### config.mk
export PLATFORM = sky130hd
export DESIGN_NAME = result_drain_flat
export DESIGN_NICKNAME = d
export VERILOG_FILES = /design/src/rtl/result_drain_if.sv /design/src/rtl/result_drain.sv /design/src/flat_wrapper.sv
export SDC_FILE = /design/constraint.sdc
export NUM_CORES = 1
export LEC_CHECK = 0
export CORE_MARGIN = 2
export CORE_UTILIZATION = 55
export DETAILED_ROUTE_END_ITERATION = 10
export PLACE_DENSITY = 0.85
export SLEW_MARGIN = 0
export SYNTH_ARGS = -nofsm -noshare
export SYNTH_HDL_FRONTEND = slang
export SYNTH_SLANG_ARGS = --single-unit
### constraint.sdc
create_clock -name clk_i -period 8.2 [get_ports clk_i]
set_input_delay 1.64 -clock clk_i [delete_from_list [all_inputs] [get_ports clk_i]]
set_output_delay 1.64 -clock clk_i [all_outputs]
set_load 0.03 [all_outputs]
### src/rtl/result_drain_if.sv
// result_drain_if: valid/ready result stream from the drain buffer to a host or trace port.
interface result_drain_if #(parameter int N = 8) ();
  logic [N-1:0] data_o;
  logic         valid_o;
  logic         ready_i;
  modport master (output data_o, valid_o, input ready_i);
  modport slave  (input data_o, valid_o, output ready_i);
endinterface

### src/rtl/result_drain.sv
// result_drain: buffers core results captured on register-file writes and drains them after halt.
// Optional RESULT_DEDUP_EN suppresses captures equal to the last pushed value.
module result_drain #(
  parameter int N     = 8,
  parameter int DEPTH = 16,
  parameter int W_CNT = 16
) (
  input  logic                     clk_i,
  input  logic                     n_rst_i,
  input  logic                     cap_en_i,
  input  logic [N-1:0]             result_i,
  input  logic                     halt_i,
  result_drain_if.master           out_if,
  output logic [$clog2(DEPTH):0]   count_o,
  output logic [W_CNT-1:0]         drop_cnt_o,
  output logic                     done_o
);
  localparam int AW = $clog2(DEPTH);
  typedef logic [AW:0] cnt_t;
  typedef enum logic [1:0] {RUN, DRAIN, DONE} state_t;
  state_t        state_q, state_d;
  logic [N-1:0]  mem [DEPTH];
  logic [AW-1:0] rd_q, rd_d, wr_q;
  cnt_t          cnt_q, cnt_d;
  logic [N-1:0]  data_q, data_d;
  logic          valid_q, valid_d, done_q;
  logic [W_CNT-1:0] drop_q;
  logic          full, pop, dup, cap, push, drop;
`ifdef RESULT_DEDUP_EN
  logic [N-1:0]  last_q;
  logic          last_v_q;
  assign dup = last_v_q && result_i == last_q;
  always_ff @(posedge clk_i) begin
    if (!n_rst_i) begin
      last_q   <= '0;
      last_v_q <= 1'b0;
    end else if (push) begin
      last_q   <= result_i;
      last_v_q <= 1'b1;
    end
  end
`else
  assign dup = 1'b0;
`endif
  assign full = cnt_q == cnt_t'(DEPTH);
  assign pop  = valid_q && out_if.ready_i;
  assign cap  = state_q == RUN && cap_en_i && !dup;
  assign push = cap && (!full || pop);
  assign drop = cap && full && !pop;
  // Next head is the incoming value when the buffer would otherwise be empty.
  always_comb begin
    rd_d    = rd_q + AW'(pop);
    cnt_d   = cnt_q + cnt_t'(push) - cnt_t'(pop);
    valid_d = cnt_d != '0;
    data_d  = !valid_d ? data_q : (cnt_q == cnt_t'(pop)) ? result_i : mem[rd_d];
    state_d = state_q == RUN   ? (halt_i ? DRAIN : RUN) :
              state_q == DRAIN ? ((cnt_q == '0 && !push) ? DONE : DRAIN) : DONE;
  end
  always_ff @(posedge clk_i) begin
    if (push) mem[wr_q] <= result_i;
  end
  always_ff @(posedge clk_i) begin
    if (!n_rst_i) begin
      state_q <= RUN;
      rd_q    <= '0;
      wr_q    <= '0;
      cnt_q   <= '0;
      data_q  <= '0;
      valid_q <= 1'b0;
      drop_q  <= '0;
      done_q  <= 1'b0;
    end else begin
      state_q <= state_d;
      rd_q    <= rd_d;
      wr_q    <= wr_q + AW'(push);
      cnt_q   <= cnt_d;
      data_q  <= data_d;
      valid_q <= valid_d;
      drop_q  <= drop_q + W_CNT'(drop && !(&drop_q));
      done_q  <= state_d == DONE;
    end
  end
  assign out_if.data_o  = data_q;
  assign out_if.valid_o = valid_q;
  assign count_o        = cnt_q;
  assign drop_cnt_o     = drop_q;
  assign done_o         = done_q;
endmodule
### src/flat_wrapper.sv
// flat-port wrapper written by rule: the top's interface ports become plain ports
module result_drain_flat 
#(
  parameter int N     = 8,
  parameter int DEPTH = 16,
  parameter int W_CNT = 16
)
  (clk_i, n_rst_i, cap_en_i, result_i, halt_i, count_o, drop_cnt_o, done_o, out_if_data_o, out_if_valid_o, out_if_ready_i);
  result_drain_if #(.N(N)) out_if_i ();
  input  logic clk_i;
  input  logic n_rst_i;
  input  logic cap_en_i;
  input  logic [N-1:0] result_i;
  input  logic halt_i;
  output logic [$clog2(DEPTH):0] count_o;
  output logic [W_CNT-1:0] drop_cnt_o;
  output logic done_o;
  output wire logic [$bits(out_if_i.data_o)-1:0] out_if_data_o;
  output wire logic [$bits(out_if_i.valid_o)-1:0] out_if_valid_o;
  input wire logic [$bits(out_if_i.ready_i)-1:0] out_if_ready_i;
  assign out_if_data_o = out_if_i.data_o;
  assign out_if_valid_o = out_if_i.valid_o;
  assign out_if_i.ready_i = out_if_ready_i;
  result_drain #(.N(N), .DEPTH(DEPTH), .W_CNT(W_CNT)) u_core (.clk_i(clk_i), .n_rst_i(n_rst_i), .cap_en_i(cap_en_i), .result_i(result_i), .halt_i(halt_i), .out_if(out_if_i), .count_o(count_o), .drop_cnt_o(drop_cnt_o), .done_o(done_o));
endmodule
---- Word-level counts from Yosys, hierarchy flattened ----
Memories as Yosys holds them, arrays and structs flattened.
Index checks and enable logic that the tools add are counted.
storage, ports and cells
  flip-flop bits (word level) ............. 41
  bits in writable memories ............... 128
  input port bits ......................... 13
  output and inout port bits .............. 31
  word-level logic and storage cells ...... 41
  memories ................................ 1
cells by class
  add/sub/neg operators ................... 5
  equality and inequality tests ........... 4
  muxes and demuxes ....................... 7
  reductions and logical operators ........ 16
memory list
  name        words  width  read ports  clocked after memory_dff  write ports  RTL line            text
  u_core.mem  16     8      1           0                         1            result_drain.sv:22  logic [N-1:0] mem [DEPTH];
operator list
  kind                                                  number
  adder 16 x 1 -> 16 bit                                1
  AND reduction 16 bit                                  1
  adder 4 x 1 -> 4 bit                                  2
  2-to-1 mux 8 bit                                      1
  logical AND 1 bit                                     7
  2-to-1 mux 2 bit                                      3
  adder 5 x 1 -> 5 bit                                  1
  equality test 5 x 1 -> 1 bit                          1
  equality test 5 bit (second input constant)           1
  logical NOT 5 bit                                     1
  nonzero test 5 bit                                    1
  subtractor 5 x 1 -> 5 bit                             1
  logical NOT 1 bit                                     4
  2-to-1 mux 1 bit                                      3
  equality test 2 x 1 -> 1 bit (second input constant)  1
  equality test 2 bit (second input constant)           1
  logical NOT 2 bit                                     1
  logical OR 1 bit                                      1

---- Longest topological paths before layout ----
Gate-level depths: netlist of run 1.
  depth after elaboration ................. 10
  depth in mapped cells ................... 12

---- Worst setup path before layout of run 1 ----
Ideal clock, no wire load.
  path kind ............................... input to register
  start point ............................. in out_if_ready_i
  end point ............................... reg u_core.data_q[0] (netlist: u_core.out_if.data_o[0])
  setup time .............................. 0.130 ns
  arrival time ............................ 3.930 ns
  required time ........................... 8.070 ns
  setup slack ............................. 4.140 ns
  stages on the path ...................... 12
  path buffers ............................ 1
  cell sequence ........................... nand2_1 > inv_1 > ha_1 > inv_1 > ha_1 > fa_1 > and3b_1 > or4_4 > nand4_2 > or2_0 > clkbuf_1 > o32ai_1
on the way
  longest elaborated chain between the ends .. 6
  elaborated cells on any way between the ends .. 10
  classes of those cells .................. 3 x add/sub; 1 x eq/ne; 1 x mux; 4 x reduce/logical; 1 x memory
ends and longest elaborated chain
  element                    RTL line            text
  start, declared            flat_wrapper.sv:20  input wire logic [$bits(out_if_i.ready_i)-1:0] out_if_ready_i;
  logical AND 1 bit (*)      result_drain.sv:46  assign pop = valid_q && out_if.ready_i;
  logical OR 1 bit           result_drain.sv:48  assign push = cap && (!full || pop);
  logical AND 1 bit          result_drain.sv:48
  adder 5 x 1 -> 5 bit       result_drain.sv:53  cnt_d = cnt_q + cnt_t'(push) - cnt_t'(pop);
  subtractor 5 x 1 -> 5 bit  result_drain.sv:53
  nonzero test 5 bit         result_drain.sv:54  valid_d = cnt_d != '0;
  end signal, assigned       result_drain.sv:77  data_q <= data_d;
  end, declared              result_drain.sv:25  logic [N-1:0] data_q, data_d;
Mark *: on every way between the ends. The rest lies on a longest branch, timed or not.
A chain may end at the register's enable or synchronous reset.

---- Final worst setup path of run 1 ----
  start point ............................. in out_if_ready_i
  end point ............................... reg u_core.data_q[1] (netlist: u_core.out_if.data_o[1])
Same word-level chain as after synthesis.

==> results by group, run 1 <==
Timing
  • Crit path time final: 4.28 ns
  • Final hold violation count: 0
  • Worst slew pin tran: 1.04 ns
  • Total negative slack: 0 ns
  • Max Clk Rate: 0.234 GHz
  • Slew HR: 30.7%
  • Final setup fails: 0
  • Unrepaired setup endpoints after global routing: no
  • Worst Skew: 0.00690 ns
  • Final Slew Violations: 0
  • Final worst path period share: 52.1%

Run
  • Max Cap Violations: 0

Global route
  • Global-route usage over all layers: 22.1%
  • Met1 usage: 29.4%
  • Most Crowded Layer GR: met2
  • Overflow after GRT: 0
  • GRT met3 Usage: 5.29%
  • Initial antenna violation count: 0
  • First-pass GRT wire length: 21400 um
  • Number of global-route vias before repair: 3830
  • Global-route met2 utilization: 36.7%
  • Largest net degree at the start of global routing: 42

Final layout
  • Multi-input combinational cell area: 0.00216 sq mm
  • Layout cells sized above 1: 15.8%
  • # diodes: 0
  • Total Nets Final: 495
  • Area Growth Syn to Fin: 16.9%
  • Final-layout fill cell count: 838
  • Reg area: 0.00466 sq mm

Hold path
  • Min-delay worst type: flip-flop to flip-flop
  • Hold path startpoint: u_core.out_if.data_o[0]$_SDFFE_PN0P_
  • Worst Hold Path EP: u_core.out_if.data_o[0]$_SDFFE_PN0P_
  • Hold Path Depth: 2

Clock network
  • Clock buffer count from CTS: 17
  • Root Driver: clkbuf_16
  • Hold Buf Count CTS: 0
  • CTS tree: done
  • Clock slew at reported path FFs: 0.07 ns
  • Max clock buf depth: 2
  • CTS sink cnt: 169
  • Post-CTS Resized: 0
  • Clk Latency, worst-skew pair: 0.43 ns
  • Post-CTS Setup Bufs: 0
  • Max H-tree Level: 4

Detailed routing
  • Pre-Repair DR Iteration Count: 4
  • Via-to-Cell Ratio: 5.84
  • Post-DRT Antenna Nets: 0
  • Iter 0 DRT Violations: 399
  • DRC: 0
  • Vias: 3814
  • Routed length per placed instance: 21.4 um
  • Final wirelength: 14000 um

Worst setup path
  • FF-to-FF path depth: 11
  • Crit end category: flip-flop
  • Reg2reg setup slack: 4.95 ns
  • Critical path class: input port to flip-flop
  • Crit path DAT: 4.57 ns
  • CP Launch Type: input port
  • FF-to-FF Start: u_core.count_o[2]$_SDFF_PN0_
  • CP Data Required Time: 8.50 ns
  • CP max stage cell: or4_4
  • Crit Path Max Fanout: 8
  • Max stage delay on crit path: 0.52 ns
  • CP delay by family, top: simple AND/OR/NAND/NOR gates
  • Buf/Inv on CP: 3
  • Reg-to-reg endpoint: u_core.out_if.data_o[1]$_SDFFE_PN0P_
  • CP cell instances: clkdlybuf4s50_1 > nand2_1 > inv_1 > ha_1 > inv_1 > ha_1 > fa_1 > and3b_1 > or4_4 > nand4_2 > or2_0 > a21oi_1

Pwr
  • Maximum vdd drop: 0.201 mV
  • Overall power: 0.00243 W
  • Pwr/cell area: 299 mW/mm^2
  • Leakage: 2.71 nW

Logic synthesis
  • Ranking of synthesized cells by area: edfxtp_1 (55%), dfxtp_1 (12%), mux4_2 (7.4%), mux4_1 (3.4%), and2_1 (2.4%)
  • Post-synth top area cell: edfxtp_1
  • Syn Nets: 448
  • Number of synthesized register bits: 169
  • Syn Inst Count: 421
  • Post-Synthesis Cell Area: 0.00696 sq mm
  • Fraction of registers with async set/reset: 0%
  • Count leader, synth: edfxtp_1
  • EDFF count, synth: 128
  • Sequential area share after synthesis: 67.0%
  • Ys Warns: 0
  • Synth cell types: 51
  • Primary FF master, synth: edfxtp_1
  • Commonest cells post-synth: edfxtp_1 (128), dfxtp_1 (41), and2_1 (27), mux4_2 (23), nor2_1 (15)
  • Avg Cell Area, Syn: 16.5 sq um
  • Yosys top cell area share: 55.2%

Floorplan
  • Starting Density: 55.8%
  • Die Ht: 116 um
  • I/O pin cnt: 44
  • DIE AREA: 0.0136 sq mm
  • FP Rows: 41
  • Chip width: 116 um
  • Core footprint: 0.0125 sq mm

Status
  • Status: finished clean

Placed design
  • Hpwl dp: 8780 um
  • Gpl congestion: 0.797
  • Port-buffer cells: 43
-- sequential cells by signal (all words and copies together), names as in the netlist --
signal,flops
u_core.count_o,5
u_core.drop_cnt_o,16
u_core.out_if.data_o,8
u_core.state_q,2
u_core.wr_q,4
u_core.rd_q,4
u_core.done_o,1
u_core.mem,128
u_core.out_if.valid_o,1
-- area by class of cell --
| type | instances | share of cell area, % |
|---|---|---|
| Clock inverter | 15 | 1.95 |
| Inverter | 9 | 0.415 |
| Tap cell | 172 | 2.65 |
| Timing Repair Buffer | 49 | 5.85 |
| Multi-Input combinational cell | 222 | 26.5 |
| Sequential cell | 169 | 57.4 |
| Clock buffer | 17 | 5.23 |
-- tightest hold or removal path, cell delays in order, from the launching register on --
cell and delay [ns]:
dfxtp_1 0.34, nand2_1 0.07, o32ai_1 0.07
-- cell families after synthesis --
kind of cell | count (synthesis) | share of synthesized area (%)
xor+xnor | 18 | 2.37
buf+inv | 30 | 2.09
mux | 46 | 13.0
compound gates | 36 | 4.08
simple gates | 108 | 8.83
flops | 169 | 67.0
fa+ha+maj | 14 | 2.63
-- per-layer routing --
| metal | part of all wire (%) | wire [um] | up-vias |
|---|---|---|---|
| li1 | - | - | 1737 |
| met1 | 43 | 5970 | 1949 |
| met2 | 52 | 7200 | 107 |
| met3 | 4.2 | 590 | 21 |
| met4 | 1.5 | 213 | 0 |
| met5 | 0 | 0 | - |
-- power by group --
| group | leakage [nW] | switching, W | internal [W] |
|---|---|---|---|
| clock | 0.284 | 0.000353 | 0.000430 |
| sequential | 1.49 | 0.0000356 | 0.000978 |
| combinational | 0.933 | 0.000353 | 0.000279 |
-- stage by stage --
stage	std cells	utilization [%]	setup slack (ns)	hold slack (ns)	cell area, sq um
floorplan	421	-	4.14	0.483	6960
global placement	621	60.5	3.62	0.496	7550
detailed placement	621	60.5	3.51	0.507	7550
CTS	653	65.2	3.96	0.524	8130
global route	653	65.2	3.82	0.538	8130
finish	653	65.2	3.92	0.520	8130
-- how the worst max path moves through the flow --
stage | startpoint | to | slack (ns) | depth (start not counted)
after floorplan | out_if_ready_i | u_core.out_if.data_o[0]$_SDFFE_PN0P_ | 4.14 | 12
after global placement | out_if_ready_i | u_core.out_if.data_o[0]$_SDFFE_PN0P_ | 3.62 | 12
after detailed placement | out_if_ready_i | u_core.out_if.data_o[7]$_SDFFE_PN0P_ | 3.51 | 12
after CTS | out_if_ready_i | u_core.out_if.data_o[5]$_SDFFE_PN0P_ | 3.96 | 12
after global routing | out_if_ready_i | u_core.out_if.data_o[0]$_SDFFE_PN0P_ | 3.82 | 12
final | out_if_ready_i | u_core.out_if.data_o[1]$_SDFFE_PN0P_ | 3.92 | 12
-- layout by cell type, fill, tap and decap left out, types with 7 or more instances in the layout --
master,n
clkdlybuf4s50_1,43
dfxtp_1,41
nor2_1,15
mux2i_1,8
inv_1,9
and2_1,27
mux4_2,23
o31ai_1,7
nand3_1,11
edfxtp_1,128
xnor2_1,13
mux4_1,9
ha_1,13
nor3_1,9
nand2_1,13
clkbuf_16,17
Note: power is estimated with default switching activity, not from simulation.
==> inputs of run 2 (changes only) <==
CORE_UTILIZATION = 53   (was 55)
clock period = 3.8 ns   (was 8.2 ns; I/O delays follow)
==> results by group, run 2 (synthesis gave the netlist of run 1 again) <==
Timing
  • Final setup fails: 0 (unchanged)
  • Slew HR: 42.7% (+12 points)
  • Max Clk Rate: 0.286 GHz
  • Hold_ws: 0.517 ns (-0.00308 ns)
  • Total negative slack: 0 ns (unchanged)
  • Final Slew Violations: 0 (unchanged)
  • Unrepaired setup endpoints after global routing: no
  • Worst Skew: 0.00748 ns (+0.000586 ns)
  • Crit path time final: 3.49 ns
  • Final worst path period share: 91.9%
  • Final hold violation count: 0 (unchanged)
  • Worst slew pin tran: 0.857 ns (-0.179 ns)

Placed design
  • Dpl cells: 636 (+2.4%)
  • Gpl congestion: 0.870 (+9.3%)
  • Dpl cell area: 0.00768 sq mm (+1.7%)
  • Hpwl dp: 9260 um (+5.5%)
  • Port-buffer cells: 43 (unchanged)

Worst setup path
  • Max stage delay on crit path: 0.53 ns (about the same)
  • Crit path DAT: 3.78 ns (-0.79 ns)
  • CP Data Required Time: 4.08 ns (-4.42 ns)
  • Critical path class: input port to flip-flop
  • CP Launch Type: input port
  • CP cell instances: clkdlybuf4s50_1 > nand2_1 > inv_1 > ha_1 > inv_1 > ha_1 > fa_1 > and3b_1 > or4_4 > nand4_2 > or2_0 > o32ai_1
  • CP max stage cell: or4_4
  • Crit Path Max Fanout: 7 (-1)
  • Crit end category: flip-flop

Final layout
  • Max FFs per register: 128 (unchanged)
  • # diodes: 0 (unchanged)
  • Finished Cell Area: 0.00828 sq mm (+1.8%)
  • Largest register by flop count: u_core.mem
  • Post-Layout Cell Count: 666 (+2.0%)
  • Final-layout fill cell count: 905 (+8.0%)
  • Total Nets Final: 510 (+3.0%)
  • Commonest cells after routing, fill and taps aside: edfxtp_1 (128), clkdlybuf4s50_1 (43), dfxtp_1 (41), and2_1 (27), mux4_2 (23)
  • Layout cells sized above 1: 17.4% (+1.6 points)
  • Area Growth Syn to Fin: 19.0%
  • Leading cell type in the layout, fill and taps excluded: edfxtp_1
  • Util after Layout: 65.1% (-0.13 points)

Pwr
  • Pwr/cell area: 655 mW/mm^2 (+120%)
  • Maximum vdd drop: 0.429 mV (+110%)
  • Leakage: 2.79 nW (+3.1%)

Floorplan
  • DIE AREA: 0.0141 sq mm (+3.6%)
  • Starting Density: 54.7% (-1.1 points)
  • Chip width: 119 um (+1.8%)
  • FP Rows: 41 (unchanged)
  • Die Ht: 119 um (+1.8%)
  • Core footprint: 0.0127 sq mm (+2.1%)
  • I/O pin cnt: 44 (unchanged)

Global route
  • Initial antenna violation count: 0 (unchanged)
  • First-pass GRT wire length: 22500 um (+4.9%)
  • Largest net degree at the start of global routing: 34 (-19%)
  • Global-route usage over all layers: 21.6% (-0.58 points)
  • Number of global-route vias before repair: 4095 (+6.9%)
  • Overflow after GRT: 0 (unchanged)

Clock network
  • Clk Latency, worst-skew pair: 0.43 ns (about the same)
  • CTS sink cnt: 169 (unchanged)
  • Max H-tree Level: 4 (unchanged)
  • Root Driver: clkbuf_16
  • CTS tree: done
  • Post-CTS Resized: 0 (unchanged)
  • Hold Buf Count CTS: 0 (unchanged)
  • Max clock buf depth: 2 (unchanged)
  • Clock buffer count from CTS: 17 (unchanged)
  • Post-CTS Setup Bufs: 0 (unchanged)
  • Clock slew at reported path FFs: 0.06 ns (about the same)

Run
  • Max Cap Violations: 0 (unchanged)

Detailed routing
  • Pre-Repair DR Iteration Count: 5 (+1)
  • Routed length per placed instance: 21.3 um (-0.24%)
  • Via-to-Cell Ratio: 5.95 (+2.0%)
  • Iter 0 DRT Violations: 276 (-31%)
  • Post-DRT Antenna Nets: 0 (unchanged)
  • Final wirelength: 14200 um (+1.7%)
  • Vias: 3966 (+4.0%)
  • DRC: 0 (unchanged)

Status
  • Status: finished clean

Hold path
  • Min-delay worst type: flip-flop to flip-flop
run 2: cell types whose count changed in the layout (fill, tap and decap cells not counted), moves of 2 or more:
cell,previous run,this run
bufinv_16,1,4
buf_12,0,2
buf_4,6,19
nor3_2,2,0
inv_6,6,1
nor3_1,9,11
inv_8,2,0
run 2: cell type report:
cell class                      instances  area, sq um  area share [%]
Inverter                                9         33.8           0.408
Tap cell                              172          215            2.60
Timing Repair Buffer                   64          613            7.40
Clock buffer                           18          429            5.18
Sequential cell                       169         4660            56.3
Clock inverter                         12          175            2.12
Multi-Input combinational cell        222         2150            26.0
run 2: per-stage QoR:
step                setup slack, ns  total power [W]
floorplan                     0.620          0.00322
global placement              0.169          0.00359
detailed placement          -0.0509          0.00366
CTS                           0.370          0.00545
global route                  0.174          0.00565
finish                        0.307          0.00543
run 2: routing by layer:
metal	vias up	routed length [um]	share of wire, %	GRT usage (%)
met5	-	0	0	0
met4	0	437	3.1	8.78
met3	44	1220	8.6	8.01
met2	195	6950	49	34.1
met1	1956	5610	39	26.9
li1	1771	-	-	-
run 2: final timing paths:
kind,endpoint,cells after the start,start,slack (ns)
setup reg to reg,u_core.out_if.data_o[5]$_SDFFE_PN0P_,11,u_core.count_o[3]$_SDFF_PN0_,0.61
hold reg to reg,u_core.out_if.data_o[0]$_SDFFE_PN0P_,2,u_core.out_if.data_o[0]$_SDFFE_PN0P_,0.52
setup / recovery,u_core.out_if.data_o[5]$_SDFFE_PN0P_,12,out_if_ready_i,0.31
hold / removal,u_core.out_if.data_o[0]$_SDFFE_PN0P_,2,u_core.out_if.data_o[0]$_SDFFE_PN0P_,0.52
run 2: power breakdown:
group          switching (W)  internal, W  total (W)
Combinational       0.000797     0.000659    0.00146
Sequential         0.0000859      0.00211    0.00220
Clock               0.000682      0.00109    0.00177
run 2: worst max-delay path, delay by kind of cell:
family | cells | cell delay [ns]
compound gates | 1 | 0.15
fa+ha+maj | 3 | 0.93
buf+inv | 3 | 0.56
simple gates | 5 | 1.37
